File: config.mk
export PLATFORM = sky130hd
export DESIGN_NAME = unified_mem_arbiter_flat
export DESIGN_NICKNAME = d
export VERILOG_FILES = /design/src/rtl/unified_mem_arbiter_pkg.sv /design/src/rtl/unified_mem_arbiter_if.sv /design/src/rtl/unified_mem_arbiter_streak.sv /design/src/rtl/unified_mem_arbiter.sv /design/src/flat_wrapper.sv
export SDC_FILE = /design/constraint.sdc
export NUM_CORES = 1
export LEC_CHECK = 0
export CAP_MARGIN = 0
export CORE_MARGIN = 4
export CORE_UTILIZATION = 45
export CTS_CLUSTER_SIZE = 25
export DETAILED_ROUTE_END_ITERATION = 10
export DONT_BUFFER_PORTS = 1
export GPL_ROUTABILITY_DRIVEN = 0
export PLACE_DENSITY_LB_ADDON = 0.2
export SETUP_SLACK_MARGIN = 0.3
export SYNTH_ARGS = -nofsm -noshare
export SYNTH_HDL_FRONTEND = slang
export SYNTH_HIERARCHICAL = 1
export SYNTH_SLANG_ARGS = --single-unit
File: constraint.sdc
create_clock -name clk -period 2 [get_ports clk]
set_clock_uncertainty 0.15 [all_clocks]
set_input_delay 0.3 -clock clk [delete_from_list [all_inputs] [get_ports clk]]
set_output_delay 0.3 -clock clk [all_outputs]
set_load 0.01 [all_outputs]
File: src/rtl/unified_mem_arbiter_pkg.sv
// unified_mem_arbiter_pkg: shared types and default widths for the unified memory arbiter.
package unified_mem_arbiter_pkg;
    localparam int DEF_ADDR_WIDTH = 8;
    localparam int DEF_DATA_WIDTH = 16;
    typedef enum logic [1:0] {S_IDLE, S_IF, S_DM} owner_t;
endpackage

File: src/rtl/unified_mem_arbiter_if.sv
// unified_mem_arbiter_if: fetch, data and memory-side signals of the arbiter; slave is the arbiter's view.
interface unified_mem_arbiter_if import unified_mem_arbiter_pkg::*; #(
    parameter int ADDR_WIDTH = DEF_ADDR_WIDTH,
    parameter int DATA_WIDTH = DEF_DATA_WIDTH
);
    logic                  if_req, if_gnt, if_rvalid;
    logic [ADDR_WIDTH-1:0] if_addr;
    logic [DATA_WIDTH-1:0] if_rdata;
    logic                  dm_rd, dm_wr, dm_gnt, dm_rvalid;
    logic [ADDR_WIDTH-1:0] dm_addr;
    logic [DATA_WIDTH-1:0] dm_wdata, dm_rdata;
    logic                  stall_if, stall_dm, proto_err;
    logic                  mem_en, mem_we;
    logic [ADDR_WIDTH-1:0] mem_addr;
    logic [DATA_WIDTH-1:0] mem_wdata, mem_rdata;
    modport slave (
        input  if_req, if_addr, dm_rd, dm_wr, dm_addr, dm_wdata, mem_rdata,
        output if_gnt, if_rvalid, if_rdata, dm_gnt, dm_rvalid, dm_rdata,
               stall_if, stall_dm, proto_err, mem_en, mem_we, mem_addr, mem_wdata
    );
    modport master (
        output if_req, if_addr, dm_rd, dm_wr, dm_addr, dm_wdata, mem_rdata,
        input  if_gnt, if_rvalid, if_rdata, dm_gnt, dm_rvalid, dm_rdata,
               stall_if, stall_dm, proto_err, mem_en, mem_we, mem_addr, mem_wdata
    );
endinterface

File: src/rtl/unified_mem_arbiter_streak.sv
// arb_streak_counter: counts DM grants won while IF waits; full forces the next contended grant to IF.
module arb_streak_counter #(
    parameter int MAX_DM_STREAK = 4,
    parameter int STREAK_WIDTH  = 4
) (
    input  logic clk,
    input  logic rst,
    input  logic if_req,
    input  logic if_gnt,
    input  logic dm_gnt,
    output logic full
);
    logic [STREAK_WIDTH-1:0] streak;
    assign full = streak == STREAK_WIDTH'(MAX_DM_STREAK);
    always_ff @(posedge clk or negedge rst)
        if (!rst)
            streak <= '0;
        else if (!if_req || if_gnt)
            streak <= '0;
        else if (dm_gnt && !full)
            streak <= streak + STREAK_WIDTH'(1);
endmodule

File: src/rtl/unified_mem_arbiter.sv
// unified_mem_arbiter: shares one single-port SRAM between fetch and data ports with bounded DM priority.
// Define ARB_STATS_EN to add saturating conflict / fetch-stall counters.
module unified_mem_arbiter import unified_mem_arbiter_pkg::*; #(
    parameter int ADDR_WIDTH    = DEF_ADDR_WIDTH,
    parameter int DATA_WIDTH    = DEF_DATA_WIDTH,
    parameter int MAX_DM_STREAK = 4,
    parameter int STREAK_WIDTH  = 4
) (
    input  logic clk,
    input  logic rst,
    unified_mem_arbiter_if.slave bus
`ifdef ARB_STATS_EN
    ,
    output logic [15:0] stat_conflicts,
    output logic [15:0] stat_if_stall
`endif
);
    owner_t                state;
    logic                  dm_req, streak_full, dm_read_gnt;
    logic [DATA_WIDTH-1:0] if_hold, dm_hold;
    assign dm_req      = bus.dm_rd | bus.dm_wr;
    assign bus.dm_gnt  = dm_req & ~(bus.if_req & streak_full);
    assign bus.if_gnt  = bus.if_req & ~bus.dm_gnt;
    assign dm_read_gnt = bus.dm_gnt & ~bus.dm_wr;
    assign bus.stall_if = bus.if_req & ~bus.if_gnt;
    assign bus.stall_dm = dm_req & ~bus.dm_gnt;
    assign bus.mem_en    = bus.if_gnt | bus.dm_gnt;
    assign bus.mem_we    = bus.dm_gnt & bus.dm_wr;
    assign bus.mem_addr  = bus.dm_gnt ? bus.dm_addr : bus.if_gnt ? bus.if_addr : {ADDR_WIDTH{1'b0}};
    assign bus.mem_wdata = bus.dm_gnt ? bus.dm_wdata : {DATA_WIDTH{1'b0}};
    // read data passes straight through in the response cycle, then is held
    assign bus.if_rdata = (state == S_IF) ? bus.mem_rdata : if_hold;
    assign bus.dm_rdata = (state == S_DM) ? bus.mem_rdata : dm_hold;
    arb_streak_counter #(
        .MAX_DM_STREAK(MAX_DM_STREAK),
        .STREAK_WIDTH (STREAK_WIDTH)
    ) u_streak (
        .clk   (clk),
        .rst   (rst),
        .if_req(bus.if_req),
        .if_gnt(bus.if_gnt),
        .dm_gnt(bus.dm_gnt),
        .full  (streak_full)
    );
    always_ff @(posedge clk or negedge rst)
        if (!rst) begin
            state         <= S_IDLE;
            bus.if_rvalid <= 1'b0;
            bus.dm_rvalid <= 1'b0;
            bus.proto_err <= 1'b0;
            if_hold       <= '0;
            dm_hold       <= '0;
        end else begin
            state         <= bus.if_gnt ? S_IF : dm_read_gnt ? S_DM : S_IDLE;
            bus.if_rvalid <= bus.if_gnt;
            bus.dm_rvalid <= dm_read_gnt;
            bus.proto_err <= bus.proto_err | (bus.dm_rd & bus.dm_wr);
            if_hold       <= bus.if_rdata;
            dm_hold       <= bus.dm_rdata;
        end
`ifdef ARB_STATS_EN
    always_ff @(posedge clk or negedge rst)
        if (!rst) begin
            stat_conflicts <= '0;
            stat_if_stall  <= '0;
        end else begin
            if (bus.if_req && dm_req && stat_conflicts != 16'hFFFF)
                stat_conflicts <= stat_conflicts + 16'd1;
            if (bus.stall_if && stat_if_stall != 16'hFFFF)
                stat_if_stall <= stat_if_stall + 16'd1;
        end
`endif
endmodule

File: src/flat_wrapper.sv
// flat-port wrapper written by rule: the top's interface ports become plain ports
module unified_mem_arbiter_flat import unified_mem_arbiter_pkg::*;
#(
    parameter int ADDR_WIDTH    = DEF_ADDR_WIDTH,
    parameter int DATA_WIDTH    = DEF_DATA_WIDTH,
    parameter int MAX_DM_STREAK = 4,
    parameter int STREAK_WIDTH  = 4
)
  (clk, rst, bus_if_req, bus_if_addr, bus_dm_rd, bus_dm_wr, bus_dm_addr, bus_dm_wdata, bus_mem_rdata, bus_if_gnt, bus_if_rvalid, bus_if_rdata, bus_dm_gnt, bus_dm_rvalid, bus_dm_rdata, bus_stall_if, bus_stall_dm, bus_proto_err, bus_mem_en, bus_mem_we, bus_mem_addr, bus_mem_wdata);
  unified_mem_arbiter_if #(.ADDR_WIDTH(ADDR_WIDTH), .DATA_WIDTH(DATA_WIDTH)) bus_i ();
  input  logic clk;
  input  logic rst;
  input wire logic [$bits(bus_i.if_req)-1:0] bus_if_req;
  input wire logic [$bits(bus_i.if_addr)-1:0] bus_if_addr;
  input wire logic [$bits(bus_i.dm_rd)-1:0] bus_dm_rd;
  input wire logic [$bits(bus_i.dm_wr)-1:0] bus_dm_wr;
  input wire logic [$bits(bus_i.dm_addr)-1:0] bus_dm_addr;
  input wire logic [$bits(bus_i.dm_wdata)-1:0] bus_dm_wdata;
  input wire logic [$bits(bus_i.mem_rdata)-1:0] bus_mem_rdata;
  output wire logic [$bits(bus_i.if_gnt)-1:0] bus_if_gnt;
  output wire logic [$bits(bus_i.if_rvalid)-1:0] bus_if_rvalid;
  output wire logic [$bits(bus_i.if_rdata)-1:0] bus_if_rdata;
  output wire logic [$bits(bus_i.dm_gnt)-1:0] bus_dm_gnt;
  output wire logic [$bits(bus_i.dm_rvalid)-1:0] bus_dm_rvalid;
  output wire logic [$bits(bus_i.dm_rdata)-1:0] bus_dm_rdata;
  output wire logic [$bits(bus_i.stall_if)-1:0] bus_stall_if;
  output wire logic [$bits(bus_i.stall_dm)-1:0] bus_stall_dm;
  output wire logic [$bits(bus_i.proto_err)-1:0] bus_proto_err;
  output wire logic [$bits(bus_i.mem_en)-1:0] bus_mem_en;
  output wire logic [$bits(bus_i.mem_we)-1:0] bus_mem_we;
  output wire logic [$bits(bus_i.mem_addr)-1:0] bus_mem_addr;
  output wire logic [$bits(bus_i.mem_wdata)-1:0] bus_mem_wdata;
  assign bus_i.if_req = bus_if_req;
  assign bus_i.if_addr = bus_if_addr;
  assign bus_i.dm_rd = bus_dm_rd;
  assign bus_i.dm_wr = bus_dm_wr;
  assign bus_i.dm_addr = bus_dm_addr;
  assign bus_i.dm_wdata = bus_dm_wdata;
  assign bus_i.mem_rdata = bus_mem_rdata;
  assign bus_if_gnt = bus_i.if_gnt;
  assign bus_if_rvalid = bus_i.if_rvalid;
  assign bus_if_rdata = bus_i.if_rdata;
  assign bus_dm_gnt = bus_i.dm_gnt;
  assign bus_dm_rvalid = bus_i.dm_rvalid;
  assign bus_dm_rdata = bus_i.dm_rdata;
  assign bus_stall_if = bus_i.stall_if;
  assign bus_stall_dm = bus_i.stall_dm;
  assign bus_proto_err = bus_i.proto_err;
  assign bus_mem_en = bus_i.mem_en;
  assign bus_mem_we = bus_i.mem_we;
  assign bus_mem_addr = bus_i.mem_addr;
  assign bus_mem_wdata = bus_i.mem_wdata;
  unified_mem_arbiter #(.ADDR_WIDTH(ADDR_WIDTH), .DATA_WIDTH(DATA_WIDTH), .MAX_DM_STREAK(MAX_DM_STREAK), .STREAK_WIDTH(STREAK_WIDTH)) u_core (.clk(clk), .rst(rst), .bus(bus_i));
endmodule
==> results of run 1 <==
==> worst reg2reg max path, cell delays in order (launching register included) <==
cell	delay, ns
dfrtp_1	0.37
inv_2	0.06
ha_4	0.16
nand3b_4	0.09
inv_4	0.05
a2bb2oi_4	0.20
buf_4	0.15
nand4_1	0.12
or3_4	0.36
a21oi_2	0.14
==> flip-flops by register name (all words and copies together), names as in the netlist <==
name and flops:
u_core/u_streak/streak 4, u_core/bus.dm_rvalid 1, u_core/dm_hold 16, u_core/bus.proto_err 1
u_core/state 2, u_core/if_hold 16
==> final cells by class <==
cell class,instances,area share [%]
inverters,5,0.879
clock buffers,6,3.00
repair buffers,23,9.83
clock inverters,1,0.207
well taps,50,2.59
multi-input cells,88,42.1
flip-flops and latches,40,41.4
==> routing by layer <==
| metal | GRT usage [%] | vias to the layer above | part of all wire, % |
|---|---|---|---|
| li1 | - | 536 | - |
| met3 | 6.70 | 5 | 10 |
| met1 | 19.2 | 597 | 36 |
| met2 | 28.1 | 82 | 53 |
| met4 | 3.02 | 0 | 0.49 |
| met5 | 0 | - | 0 |
==> through the flow <==
step,util [%],instances,area [sq um],hold slack [ns],TNS (ns)
after floorplan,-,140,1970,-0.146,0
after global placement,48.4,189,1990,-0.145,0
after detailed placement,48.4,189,1990,-0.145,0
after CTS,57.1,209,2350,0.0244,-0.158
after global routing,58.8,213,2420,0.0361,-1.31
final,58.8,213,2420,0.0345,-0.131
==> power groups by stage <==
stage / Clock, mW / Sequential (mW) / Combinational, mW
after floorplan: 0 / 0.989 / 0.409
after global placement: 0 / 0.997 / 0.451
after detailed placement: 0 / 1.01 / 0.461
after CTS: 0.511 / 0.992 / 0.566
after global routing: 0.542 / 1.01 / 0.624
final: 0.493 / 0.992 / 0.584
==> placed cells by master (no fill, tap or decap), types with 2 or more instances in the layout <==
cell type,n
clkbuf_8,5
nand2_1,2
buf_6,6
and3b_1,2
buf_4,10
nand3_1,3
nor2_1,2
a21oi_1,3
mux2_4,32
buf_8,3
inv_2,2
nand2b_4,2
inv_1,2
and2_4,18
nor2_4,2
dfrtp_1,39
a32o_2,8
dlygate4sd3_1,3
==> how the worst min path moves through the flow <==
stage | depth (start not counted) | end | from | slack [ns]
after detailed placement | 0 | u_core/dm_hold[12]$_DFF_PN0_ | rst | -0.14
after floorplan | 0 | u_core/bus.dm_rvalid$_DFF_PN0_ | rst | -0.15
after CTS | 1 | u_core/bus.dm_rvalid$_DFF_PN0_ | bus_dm_rd | 0.02
final | 1 | u_core/bus.dm_rvalid$_DFF_PN0_ | bus_dm_rd | 0.03
after global routing | 1 | u_core/bus.dm_rvalid$_DFF_PN0_ | bus_dm_rd | 0.04
after global placement | 0 | u_core/if_hold[12]$_DFF_PN0_ | rst | -0.14
==> cell families after synthesis <==
family                     share of synthesized area (%)
buffers and inverters                               5.57
muxes                                               22.3
AOI/OAI and AO/OA                                   7.93
adders and majority gates                           1.28
and+or+nand+nor                                     11.8
DFF                                                 51.2
==> what timing repair did <==
action,in CTS,in global routing
gates cloned,2,0
hold buffers,4,0
endpoints found under the setup margin,65,65
pin swaps,11,8
setup buffers,7,4
resized for setup,44,16
hold endpoints to repair,45,0
==> results.sh, run 1 <==
export IMPL_synth_top_area_share_pct=51.2
export IMPL_peakVddDrop_uv=480
export IMPL_ant_nets=0
export IMPL_synth_edf_count=0
export IMPL_p_total_mw=2.07
export IMPL_cts_buffers=5
export IMPL_die_area_sq_um=5460
export IMPL_syn_nets=195
export IMPL_max_freq_mhz=495
export IMPL_drc_errors=0
export IMPL_async_reset_ff_share_pct=100
export IMPL_core_area_sq_um=4120
export IMPL_antenna_found_initial=0
export IMPL_startpoint="u_core/u_streak/streak[0]$_DFFE_PN0P_"
export IMPL_p_leak_nw=1.19
export IMPL_wl_um=4690
export IMPL_seq_area_frac_synth_pct=51.2
export IMPL_status="complete, but fails checks"
export IMPL_ys_seq_elements=40
export IMPL_dr_pass1_iters=4
export IMPL_cp_max_fo=15
export IMPL_synthTopCellsByCount="40 x dfrtp_1, 20 x mux2_4, 18 x and2_1, 12 x mux2_2, 8 x a32o_1"
export IMPL_cts_num_sinks=40
export IMPL_grt_pass1_vias=1344
export IMPL_cts_tree="done"
export IMPL_reg2reg_depth=9
export IMPL_yosys_warnings=6
export IMPL_overflow=0
export IMPL_synthCells=140
export IMPL_drv_cap=0
export IMPL_min_period_ns=2.02
export IMPL_p_per_area_nw_per_um2=855
export IMPL_relSlewSlack_pct=82.8
export IMPL_die_height_um=73.9
export IMPL_path_delay_family="flip-flops"
export IMPL_switching_share_pct=28.2
export IMPL_antenna_cells=0
export IMPL_rr_startpoint="u_core/u_streak/streak[0]$_DFFE_PN0P_"
export IMPL_r2r_end="u_core/u_streak/streak[3]$_DFFE_PN0P_"
export IMPL_path_cells="inv_2 -> ha_4 -> nand3b_4 -> inv_4 -> a2bb2oi_4 -> buf_8 -> and2_4"
export IMPL_drt_iter0_markers=35
export IMPL_grt_max_degree=41
export IMPL_yosysTopAreaCell="dfrtp_1"
export IMPL_clkPwrFrac_pct=23.8
export IMPL_yosysMostFrequentCell="dfrtp_1"
export IMPL_fill_cells=350
export IMPL_clockBufferDepth=2
export IMPL_num_vias=1220
export IMPL_hp_class="in2reg"
export IMPL_fin_nets=218
export IMPL_ff_latch_area_sq_um=1000
export IMPL_io_buffers=0
export IMPL_cp_slowest_stage_delay_ns=0.37
export IMPL_viasPerCell=5.73
export IMPL_maxSlewViolCount=0
export IMPL_share_comb_of_total_power_pct=28.2
export IMPL_grt_setup_unrepaired="yes"
export IMPL_seqPwrFrac_pct=47.9
export IMPL_dpl_worst_slack_ns=0.110
export IMPL_critPathKind="reg2out"
export IMPL_clkLatencyLatePin_ns=0.29
export IMPL_period_share_pct=101
export IMPL_crit_end="bus_mem_wdata[9]"
export IMPL_synth_area_sq_um=1960
export IMPL_post_synth_cell_area_avg_sq_um=14.0
export IMPL_worst_slack_ns=-0.0183
export IMPL_start_util_pct=47.5
export IMPL_dpl_hpwl_um=3360
export IMPL_path_clk_slew_ns=0.08
export IMPL_crit_slowest_cell="dfrtp_1"
export IMPL_start_kind="register"
export IMPL_cts_htree_levels=2
export IMPL_switchingPower_uw=583
export IMPL_die_x_um=73.9
export IMPL_cp_data_arrival_time_ns=1.57
export IMPL_power_internal_mw=1.49
export IMPL_hold_violations=0
export IMPL_rrSetupSlack_ns=0.08
export IMPL_area_growth_pct=23.7
export IMPL_grt_first_pass_wirelength_um=6780
export IMPL_wl_per_cell_um=22.0
export IMPL_end_kind="output pin"
export IMPL_cp_num_cells=7
export IMPL_drive_gt1_share_pct=61.3
export IMPL_synth_area_leaders="dfrtp_1 51%, mux2_4 15%, mux2_2 6.9%"
export IMPL_multi_input_area_sq_um=1020
export IMPL_synth_distinct_cells=26
export IMPL_root_buffer="clkbuf_8"
export IMPL_worst_ep_required_time_ns=1.55
export IMPL_synth_flop_cell="dfrtp_1"
export IMPL_path_buf_inv=3
export IMPL_grt_total_usage_pct=16.3
export IMPL_rows=23
export IMPL_setup_viol=9
export IMPL_io_pins=118
export IMPL_tightest_slew_ns=0.258
export IMPL_violations="negative setup slack"
No activity file was read; power rests on OpenSTA's default activity.
==> run 2: changes to the inputs <==
CTS_BUF_LIST = sky130_fd_sc_hd__clkbuf_4 sky130_fd_sc_hd__clkbuf_8 sky130_fd_sc_hd__clkbuf_16   (was default)
GPL_TIMING_DRIVEN = 0   (was default)
==> run 2 against run 1 <==
  * Core utilization rose by 4.3 points
  * The flow still finishes with violations (negative setup slack)
  * Clock power increased by 13%
  * Critical endpoint is now bus_mem_wdata[8]
  * Sequential share of layout area shrank 2.9 points
==> results.sh, run 2 (same netlist as run 1, synthesis figures left out) <==
export IMPL_root_buffer="clkbuf_8"
export IMPL_die_area_sq_um=5460
export IMPL_min_from="bus_dm_rd"
export IMPL_rr_startpoint="u_core/u_streak/streak[0]$_DFFE_PN0P_"
export IMPL_die_x_um=73.9
export IMPL_area_growth_pct=32.8
export IMPL_grt_setup_unrepaired="yes"
export IMPL_worst_slack_ns=-0.0357
export IMPL_dr_pass1_iters=4
export IMPL_reg_top3="u_core/dm_hold x16, u_core/if_hold x16, u_core/u_streak/streak x4"
export IMPL_p_leak_nw=1.25
export IMPL_tightest_slew_ns=0.231
export IMPL_rrSetupSlack_ns=0.05
export IMPL_path_clk_slew_ns=0.08
export IMPL_core_area_sq_um=4120
export IMPL_crit_end="bus_mem_wdata[8]"
export IMPL_cts_tree="done"
export IMPL_dpl_hpwl_um=3380
export IMPL_fin_nets=224
export IMPL_cts_htree_levels=2
export IMPL_cp_max_fo=16
export IMPL_io_buffers=0
export IMPL_relSlewSlack_pct=84.5
export IMPL_critPathKind="reg2out"
export IMPL_min_period_ns=2.04
export IMPL_r2r_end="u_core/u_streak/streak[3]$_DFFE_PN0P_"
export IMPL_violations="negative setup slack"
export IMPL_antenna_cells=0
export IMPL_final_common_cell="dfrtp_1"
export IMPL_grt_first_pass_wirelength_um=6840
export IMPL_hp_class="in2reg"
export IMPL_num_vias=1288
export IMPL_io_pins=118
export IMPL_worst_ep_required_time_ns=1.55
export IMPL_grt_total_usage_pct=16.4
export IMPL_drive_gt1_share_pct=61.8
export IMPL_grt_pass1_vias=1367
export IMPL_cts_buffers=5
export IMPL_rows=23
export IMPL_drc_errors=0
export IMPL_fin_util_pct=63.1
export IMPL_worst_hold_slack_ns=0.0457
export IMPL_clockBufferDepth=2
export IMPL_antenna_found_initial=0
export IMPL_ant_nets=0
export IMPL_max_freq_mhz=491
export IMPL_peakVddDrop_uv=381
export IMPL_reg2reg_depth=9
export IMPL_end_kind="output pin"
export IMPL_die_height_um=73.9
export IMPL_clkLatencyLatePin_ns=0.28
export IMPL_hold_violations=0
export IMPL_period_share_pct=102
export IMPL_maxSlewViolCount=0
export IMPL_cp_data_arrival_time_ns=1.59
export IMPL_drv_cap=0
export IMPL_start_util_pct=47.5
export IMPL_cts_num_sinks=40
export IMPL_viasPerCell=5.85
export IMPL_start_kind="register"
export IMPL_startpoint="u_core/u_streak/streak[0]$_DFFE_PN0P_"
export IMPL_wl_per_cell_um=21.7
export IMPL_drt_iter0_markers=54
export IMPL_p_per_area_nw_per_um2=834
export IMPL_status="complete, but fails checks"
export IMPL_wl_um=4780
export IMPL_grt_max_degree=41
export IMPL_mostFrequentLayoutCells="39 x dfrtp_1, 32 x mux2_4, 15 x and2_4"
export IMPL_overflow=0
export IMPL_setup_viol=17
run 2: cell count changes in the layout (fill, tap and decap cells not counted), moves of 2 or more:
cell	previous run	this run
buf_12	1	7
buf_4	10	6
and2_1	0	3
and2_4	18	15
buf_16	0	2
run 2: how the worst min path moves through the flow:
stage	to	slack, ns	depth (start not counted)
detailed placement	u_core/dm_hold[12]$_DFF_PN0_	-0.14	0
floorplan	u_core/bus.dm_rvalid$_DFF_PN0_	-0.15	0
global placement	u_core/if_hold[12]$_DFF_PN0_	-0.14	0
global route	u_core/dm_hold[1]$_DFF_PN0_	0.03	1
finish	u_core/state[1]$_DFF_PN0_	0.05	1
CTS	u_core/state[1]$_DFF_PN0_	0.03	1
run 2: repair_timing:
action                                  CTS  global route
cloned                                    2             1
resized for setup                        44            11
pin swaps                                 8             2
endpoints found under the hold margin    42             0
hold buffers                              5             0
endpoints found under the setup margin   65            65
buffers inserted                         11             3
run 2: cell type report:
class | instances | area (sq um)
Clock buffer | 7 | 90.1
Timing Repair Buffer | 21 | 289
Inverter | 5 | 23.8
Clock inverter | 1 | 7.51
Multi-Input combinational cell | 89 | 1030
Sequential cell | 40 | 1000
Buffer | 7 | 93.8
Tap cell | 50 | 62.6
Fill cell | 302 | 1520
run 2: layer usage:
| layer | vias to the layer above | track usage (%) | part of all wire, % |
|---|---|---|---|
| met2 | 91 | 29.2 | 53 |
| met3 | 9 | 7.25 | 11 |
| li1 | 555 | - | - |
| met4 | 0 | 4.02 | 1.0 |
| met5 | - | 0 | 0 |
| met1 | 633 | 17.9 | 35 |
run 2: worst max-delay path, stage by stage (launching register included):
cell and delay, ns:
dfrtp_1 0.38, inv_2 0.07, ha_4 0.16, nand3b_4 0.09
inv_6 0.05, a2bb2oi_4 0.19, buf_8 0.17, and2_1 0.19
run 2: power breakdown:
group          internal [mW]  switching, mW
clock                  0.294          0.264
combinational          0.323          0.293
sequential             0.946         0.0457
total                   1.56          0.603
run 2: through the flow:
| step | area (sq um) | cells | setup TNS (ns) | setup WS [ns] | power [mW] |
|---|---|---|---|---|---|
| after floorplan | 1970 | 140 | 0 | 0.183 | 1.40 |
| final | 2600 | 220 | -0.274 | -0.0357 | 2.17 |
| after global routing | 2600 | 220 | -2.79 | -0.128 | 2.28 |
| after CTS | 2510 | 216 | -0.582 | -0.0406 | 2.18 |
| after detailed placement | 2040 | 190 | -0.0476 | -0.0476 | 1.48 |
| after global placement | 2040 | 190 | 0 | 0.0875 | 1.46 |
==> run 3: changes to the inputs <==
MAX_ROUTING_LAYER = met4   (was default)
==> run 3 against run 2 <==
  * The run still ends with negative setup slack left
  * Critical path depth stayed put
  * Routed wire length is 0.19% higher
  * Sequential power hardly changed
  * First-iteration DRC count is 5.6% higher
  * Fmax hardly changed
  * Worst hold slack worse by 0.0030 ns
  * Register-to-register slack hardly changed
  * Clock power hardly changed
  * Total power is 0.17% higher
  * Highest routed layer unchanged
==> results.sh, run 3 (same netlist as run 1, synthesis figures left out) <==
export IMPL_status="complete, but fails checks"
export IMPL_violations="negative setup slack"
export IMPL_peakVddDrop_uv=382
export IMPL_die_height_um=73.9
export IMPL_reg2reg_depth=9
export IMPL_p_total_mw=2.17
export IMPL_crit_slowest_cell="dfrtp_1"
export IMPL_min_period_ns=2.04
export IMPL_grt_pass1_vias=1364
export IMPL_r2r_end="u_core/u_streak/streak[3]$_DFFE_PN0P_"
export IMPL_path_clk_slew_ns=0.08
export IMPL_p_per_area_nw_per_um2=835
export IMPL_die_area_sq_um=5460
export IMPL_cts_htree_levels=2
export IMPL_antenna_found_initial=0
export IMPL_drt_iter0_markers=57
export IMPL_ant_nets=0
export IMPL_critPathKind="reg2out"
export IMPL_dr_pass1_iters=4
export IMPL_grt_max_degree=41
export IMPL_dpl_hpwl_um=3380
export IMPL_fin_tns_setup_ns=-0.270
export IMPL_rows=23
export IMPL_holdPathStages=1
export IMPL_worst_ep_required_time_ns=1.55
export IMPL_start_kind="register"
export IMPL_cp_max_fo=16
export IMPL_root_buffer="clkbuf_8"
export IMPL_area_growth_pct=32.8
export IMPL_die_x_um=73.9
export IMPL_cts_num_sinks=40
export IMPL_cp_data_arrival_time_ns=1.59
export IMPL_start_util_pct=47.5
export IMPL_cts_buffers=5
export IMPL_worst_slack_ns=-0.0355
export IMPL_grt_total_usage_pct=16.8
export IMPL_wl_per_cell_um=21.8
export IMPL_drv_cap=0
export IMPL_overflow=0
export IMPL_final_common_cell="dfrtp_1"
export IMPL_hold_violations=0
export IMPL_path_cells="inv_2 -> ha_4 -> nand3b_4 -> inv_6 -> a2bb2oi_4 -> buf_8 -> and2_1"
export IMPL_fin_cells=220
export IMPL_hp_class="in2reg"
export IMPL_max_freq_mhz=491
export IMPL_io_buffers=0
export IMPL_wl_um=4790
export IMPL_rr_startpoint="u_core/u_streak/streak[0]$_DFFE_PN0P_"
export IMPL_cts_tree="done"
export IMPL_core_area_sq_um=4120
export IMPL_maxSlewViolCount=0
export IMPL_end_kind="output pin"
export IMPL_antenna_cells=0
export IMPL_num_vias=1292
export IMPL_grt_first_pass_wirelength_um=6820
export IMPL_viasPerCell=5.87
export IMPL_relSlewSlack_pct=84.5
export IMPL_setup_viol=17
export IMPL_grt_setup_unrepaired="yes"
export IMPL_cp_slowest_stage_delay_ns=0.38
export IMPL_post_place_cells=190
export IMPL_clockBufferDepth=2
export IMPL_period_share_pct=102
export IMPL_fin_nets=224
export IMPL_io_pins=118
export IMPL_p_leak_nw=1.25
export IMPL_min_from="bus_dm_rd"
export IMPL_min_to="u_core/state[1]$_DFF_PN0_"
export IMPL_drive_gt1_share_pct=61.8
export IMPL_reg_top3="u_core/dm_hold x16, u_core/if_hold x16, u_core/u_streak/streak x4"
export IMPL_rrSetupSlack_ns=0.05
export IMPL_mostFrequentLayoutCells="39 x dfrtp_1, 32 x mux2_4, 15 x and2_4"
export IMPL_drc_errors=0
export IMPL_tightest_slew_ns=0.231
export IMPL_clkLatencyLatePin_ns=0.28
## run 3: cell counts in the layout (fill, tap and decap cells not counted)
Identical to the previous run, type by type.
## run 3: worst max path at each step
stage,startpoint,to
2_1_floorplan,u_core/u_streak/streak[0]$_DFFE_PN0P_,u_core/u_streak/streak[3]$_DFFE_PN0P_
3_3_place_gp,u_core/u_streak/streak[0]$_DFFE_PN0P_,u_core/u_streak/streak[3]$_DFFE_PN0P_
3_5_place_dp,u_core/u_streak/streak[0]$_DFFE_PN0P_,u_core/u_streak/streak[3]$_DFFE_PN0P_
4_1_cts,u_core/u_streak/streak[0]$_DFFE_PN0P_,bus_mem_wdata[12]
5_1_grt,u_core/u_streak/streak[0]$_DFFE_PN0P_,bus_mem_wdata[10]
6_report,u_core/u_streak/streak[0]$_DFFE_PN0P_,bus_mem_wdata[8]
## run 3: worst max-delay path: cells and delay by family (launching register included)
family                     cells  cell delay [ns]
DFF                            1             0.38
buffers and inverters          3             0.29
and+or+nand+nor                2             0.28
AOI/OAI and AO/OA              1             0.18
adders and majority gates      1             0.16
## run 3: what timing repair did
action                     CTS  global route
setup endpoints to repair   65            65
hold buffers                 5             0
buffers inserted            11             3
gates resized for setup     44            11
pin swaps                    8             2
cloned                       2             1
hold endpoints to repair    42             0
## run 3: metal layers
metal / GRT usage, % / share of wire (%) / up-vias
met5: - / 0 / -
met4: 4.02 / 1.8 / 0
met3: 6.70 / 11 / 14
met2: 28.9 / 52 / 97
met1: 18.1 / 35 / 626
li1: - / - / 555
## run 3: layout make-up
| cell class | count | area [sq um] |
|---|---|---|
| well taps | 50 | 62.6 |
| plain buffers | 7 | 93.8 |
| flip-flops and latches | 40 | 1000 |
| fillers | 302 | 1520 |
| clock buffers | 7 | 90.1 |
| inverters | 5 | 23.8 |
| multi-input cells | 89 | 1030 |
| repair buffers | 21 | 289 |
| clock inverters | 1 | 7.51 |
## run 3: per-stage QoR
stage	worst slack (ns)	hold WS [ns]	utilization [%]	area (sq um)
after floorplan	0.183	-0.146	-	1970
after global placement	0.0875	-0.145	49.5	2040
after detailed placement	-0.0476	-0.145	49.5	2040
after CTS	-0.0406	0.0346	61.1	2510
after global routing	-0.124	0.0316	63.1	2600
final	-0.0355	0.0427	63.1	2600
## run 3: report_power, final
group	leakage, nW	switching (mW)	internal, mW
registers	0.475	0.0456	0.946
logic	0.731	0.293	0.323
clock network	0.0479	0.267	0.294
